### src/rtl/disp_bcd_conv.sv
// Signed 16-bit to four-digit display converter: range check, double-dabble
// binary-to-BCD, then leading-zero blanking with a minus sign or error pattern.
module disp_bcd_conv (
    input  logic        clk_i,
    input  logic        reset_i,
    input  logic        start_i,
    input  logic [15:0] value_i,
    output logic [3:0]  dig3_o,
    output logic [3:0]  dig2_o,
    output logic [3:0]  dig1_o,
    output logic [3:0]  dig0_o,
    output logic        busy_o,
    output logic        done_o,
    output logic        err_o
);

    localparam logic [1:0] StIdle   = 2'd0;
    localparam logic [1:0] StLoad   = 2'd1;
    localparam logic [1:0] StShift  = 2'd2;
    localparam logic [1:0] StFormat = 2'd3;

    logic [1:0]  state_q, state_d;
    logic [15:0] value_q, value_d;
    logic        neg_q, neg_d;
    logic        range_err_q, range_err_d;
    logic [13:0] mag_q, mag_d;
    logic [15:0] bcd_q, bcd_d;
    logic [3:0]  cnt_q, cnt_d;
    logic [15:0] disp_q, disp_d;
    logic        err_q, err_d;
    logic        done_q, done_d;

    logic signed [15:0] sval;
    logic               in_range;
    logic [13:0]        mag_load;
    logic [15:0]        bcd_adj;
    logic [15:0]        fmt;

    assign sval     = value_q;
    assign in_range = (sval >= -16'sd999) && (sval <= 16'sd9999);
    // Only the low 14 bits are negated, so -32768 cannot overflow; it is flagged anyway.
    assign mag_load = value_q[15] ? (~value_q[13:0] + 14'd1) : value_q[13:0];

    always_comb begin
        bcd_adj = bcd_q;
        for (int i = 0; i < 4; i++) begin
            if (bcd_q[4*i +: 4] >= 4'd5) begin
                bcd_adj[4*i +: 4] = bcd_q[4*i +: 4] + 4'd3;
            end
        end
    end

    always_comb begin
        logic found;
        found = 1'b0;
        fmt   = 16'hFFFF;
        for (int i = 3; i >= 0; i--) begin
            if (found || (bcd_q[4*i +: 4] != 4'd0) || (i == 0)) begin
                fmt[4*i +: 4] = bcd_q[4*i +: 4];
                found         = 1'b1;
            end
        end
        // Minus goes just left of the most significant shown digit.
        for (int i = 1; i < 4; i++) begin
            if (neg_q && (fmt[4*i +: 4] == 4'hF) && (fmt[4*(i-1) +: 4] <= 4'd9)) begin
                fmt[4*i +: 4] = 4'hE;
            end
        end
    end

    always_comb begin
        state_d     = state_q;
        value_d     = value_q;
        neg_d       = neg_q;
        range_err_d = range_err_q;
        mag_d       = mag_q;
        bcd_d       = bcd_q;
        cnt_d       = cnt_q;
        disp_d      = disp_q;
        err_d       = err_q;
        done_d      = 1'b0;
        case (state_q)
            StIdle: begin
                if (start_i) begin
                    value_d = value_i;
                    state_d = StLoad;
                end
            end
            StLoad: begin
                range_err_d = !in_range;
                neg_d       = value_q[15];
                mag_d       = mag_load;
                bcd_d       = 16'h0000;
                cnt_d       = 4'd0;
                state_d     = StShift;
            end
            StShift: begin
                // Fourteen shifts, then one settling cycle before formatting.
                if (cnt_q == 4'd14) begin
                    state_d = StFormat;
                end else begin
                    bcd_d = {bcd_adj[14:0], mag_q[13]};
                    mag_d = {mag_q[12:0], 1'b0};
                    cnt_d = cnt_q + 4'd1;
                end
            end
            StFormat: begin
                disp_d  = range_err_q ? 16'hEAAE : fmt;
                err_d   = range_err_q;
                done_d  = 1'b1;
                state_d = StIdle;
            end
            default: state_d = StIdle;
        endcase
    end

    always_ff @(posedge clk_i) begin
        if (reset_i) begin
            state_q     <= StIdle;
            value_q     <= 16'h0000;
            neg_q       <= 1'b0;
            range_err_q <= 1'b0;
            mag_q       <= 14'h0000;
            bcd_q       <= 16'h0000;
            cnt_q       <= 4'd0;
            disp_q      <= 16'hFFFF;
            err_q       <= 1'b0;
            done_q      <= 1'b0;
        end else begin
            state_q     <= state_d;
            value_q     <= value_d;
            neg_q       <= neg_d;
            range_err_q <= range_err_d;
            mag_q       <= mag_d;
            bcd_q       <= bcd_d;
            cnt_q       <= cnt_d;
            disp_q      <= disp_d;
            err_q       <= err_d;
            done_q      <= done_d;
        end
    end

    assign dig3_o = disp_q[15:12];
    assign dig2_o = disp_q[11:8];
    assign dig1_o = disp_q[7:4];
    assign dig0_o = disp_q[3:0];
    assign busy_o = (state_q != StIdle);
    assign done_o = done_q;
    assign err_o  = err_q;

endmodule

### config.mk
export PLATFORM = sky130hd
export DESIGN_NAME = disp_bcd_conv
export DESIGN_NICKNAME = d
export VERILOG_FILES = /design/src/rtl/disp_bcd_conv.sv
export SDC_FILE = /design/constraint.sdc
export NUM_CORES = 1
export LEC_CHECK = 0
export ABC_CLOCK_PERIOD_IN_PS = 1900
export CAP_MARGIN = 20
export CELL_PAD_IN_SITES_DETAIL_PLACEMENT = 0
export CELL_PAD_IN_SITES_GLOBAL_PLACEMENT = 2
export CORE_MARGIN = 2
export CORE_UTILIZATION = 31
export DETAILED_ROUTE_END_ITERATION = 7
export GPL_ROUTABILITY_DRIVEN = 0
export PLACE_DENSITY_LB_ADDON = 0.15
export SLEW_MARGIN = 0
export SYNTH_ARGS = -nofsm -noshare
export SYNTH_HDL_FRONTEND = slang
export SYNTH_SLANG_ARGS = --single-unit
export TNS_END_PERCENT = 10
### constraint.sdc
create_clock -name clk_i -period 1.9 [get_ports clk_i]
set_input_delay 0.19 -clock clk_i [delete_from_list [all_inputs] [get_ports clk_i]]
set_output_delay 0.19 -clock clk_i [all_outputs]
set_load 0.02 [all_outputs]
==> reports/metrics.yaml <==
gr-total-overflow: 0
clk_root_buffer_cell: "clkbuf_16"
synthArstFlopShare_pct: 0
drc: 0
detail-route-antenna-nets: 0
rsz0062_at_grt: "true"
die_w_um: 112
rrSetupSlack_ps: 20
dieArea_um2: 12600
core-area_um2: 11500
grt_first_pass_wirelength_um: 15100
cp_cell_sequence: "inv_1 -> ha_2 -> or4b_4 -> o41ai_4 -> xnor2_1 -> a222oi_1 -> nor2_1"
met3_usage_pct: 2.92
seq_area_frac_synth_pct: 39.5
synth_top_area_cell: "dfxtp_1"
yosys.cell_types.count: 50
hold_viol_final: 0
cts_tree: "yes"
p_leak_nw: 1.71
clockBufferDepth: 2
drtIter0Drc: 181
area_growth_pct: 27.1
critPathTopFamily: "simple AND/OR/NAND/NOR gates"
clk_latency_ps: 340
met1_usage_pct: 18.1
die_y_um: 112
portBuffers: 37
maxSlewHeadroom_pct: 57.5
final_design_area_no_fill_um2: 4630
clk_pin_slew_ps: 50
initial_core_util_pct: 31.8
syn-cell-area_um2: 3650
ir_worst_vdd_uv: 523
worstSetupStartpointType: "register"
drive_above_1_share_pct: 12.2
cts_sinks: 72
setup.worst_path.class: "reg -> reg"
yosys-top-cells-area: "dfxtp_1, ha_1, a21oi_1"
synth_edf_count: 0
fmax_mhz: 532
viasPerCell: 4.96
nNetsFinal: 532
synth_top_cell_area_share_pct: 39.5
grt_antenna_before_repair: 0
io_pins: 38
period_needed_ps: 1880
p_per_area_nw_per_um2: 1090
path_max_fanout: 4
grt_pass1_vias: 3088
cts.htree.levels: 3
place_hpwl_um: 6480
holdBufCountCts: 0
crit_buf_inv: 1
status: "complete, no violations"
numCtsBuffers: 9
maxCapViolations: 0
syn-instance-count: 443
post-place-cells: 626
vias: 3180
grt_use_met2_pct: 25.0
grt_usage_pct: 14.6
period_share_pct: 99.0
arrival_ps: 2080
first_pass_iters: 4
fin_hold_ws_ps: 322
wl_um: 9000
setup.worst_path.end_class: "register"
std_cell_rows: 39
post_cts_buffers: 0
stdcell_count: 641
syn_area_per_cell_um2: 8.23
grt_max_degree: 31
worst_pin_slew_ps: 636
drv_slew: 0
fillCellCount: 1176
clock_skew_ps: 5.37
synth_fp_nets: 481
antenna_cells: 0
synth-seq-cells: 72
hold_path_class: "in -> reg"
cp_slowest_cell: "or4b_4"
required_ps: 2100
grt_busiest_layer: "met2"
critPathMaxStageDelay_ps: 510
synthFlopType: "dfxtp_1"
finalSetupViolations: 0
place_area_um2: 4360
power_mw: 5.03
routedWlPerCell_um: 14.0
synth_warnings: 0
==> cell families after synthesis <==
kind of cell,count (synthesis),share of synthesized area [%]
simple gates,161,21.4
buf+inv,49,5.08
compound gates,120,22.0
flops,72,39.5
mux,6,1.65
fa+ha+maj,19,6.52
xor+xnor,16,3.84
==> synth_stat cells, drive strengths merged (4+ instances only) <==
library cell / instances
o22ai: 7
o21ai: 21
xnor2: 9
mux2i: 6
and3: 4
buf: 4
xor2: 7
nand2: 56
and2: 4
a22oi: 4
a31oi: 9
ha: 19
o31ai: 7
inv: 17
nor3: 10
nor2: 33
nand2b: 21
nand3: 13
a21oi: 43
a222oi: 5
clkbuf: 28
dfxtp: 72
==> flip-flops by register name, indices dropped and copies added (netlist names) <==
signal / flops
range_err_q: 1
err_o: 1
disp_q: 16
neg_q: 1
bcd_q: 16
sval: 16
done_o: 1
state_q: 2
mag_q: 14
cnt_q: 4
==> metrics by stage <==
| stage | setup WS, ps | TNS, ps | util, % |
|---|---|---|---|
| global placement | 27.5 | 0 | 38.0 |
| floorplan | 67.7 | 0 | - |
| CTS | 3.96 | 0 | 40.3 |
| finish | 19.2 | 0 | 40.4 |
| global route | -70.7 | -153 | 40.4 |
| detailed placement | -9.06 | -9.06 | 38.0 |
==> worst reg2reg max path, cell delays in order (launching register included) <==
cell      delay (ps)
dfxtp_1          310
inv_1             80
ha_2             190
or4b_4           510
o41ai_4          230
xnor2_1          100
a222oi_1         270
nor2_1            60
==> worst paths after layout <==
check | end | cells past startpoint | from
max | mag_q[8] | 7 | sval[1]
min | state_q[1] | 2 | reset_i
max reg2reg | mag_q[8] | 7 | sval[1]
min reg2reg | bcd_q[0] | 2 | mag_q[13]
==> report_power, final <==
part,internal [mW],switching (mW)
Combinational,0.708,0.891
Sequential,1.69,0.164
Clock,0.951,0.627
==> cell usage in the layout (no fill, tap or decap), types with 9 or more instances in the layout <==
cell	n
ha_1	17
a31oi_1	9
clkdlybuf4s50_1	35
nand2b_1	20
buf_4	33
xnor2_1	9
nor2_1	33
nor3_1	10
inv_1	17
dfxtp_1	72
clkbuf_16	9
nand3_1	13
a21oi_1	43
o21ai_0	20
nand2_1	56
==> per-layer routing <==
layer / up-vias / part of all wire, % / wire length (um)
li1: 1659 / - / -
met4: 0 / 1.7 / 153
met3: 11 / 3.5 / 312
met5: - / 0 / 0
met2: 56 / 48 / 4290
met1: 1454 / 47 / 4240
==> what timing repair did <==
item                       4_1_cts  5_1_grt
setup endpoints to repair        3       12
gates resized for setup          3        5
pin swaps                        1        0
==> area by class of cell <==
class	count	area, um^2	share of cell area [%]
Timing Repair Buffer	72	652	14.1
Multi-Input combinational cell	322	2030	43.8
Tap cell	143	179	3.86
Clock buffer	15	268	5.78
Inverter	17	63.8	1.38
Sequential cell	72	1440	31.1
No activity file was read; power rests on OpenSTA's default activity.
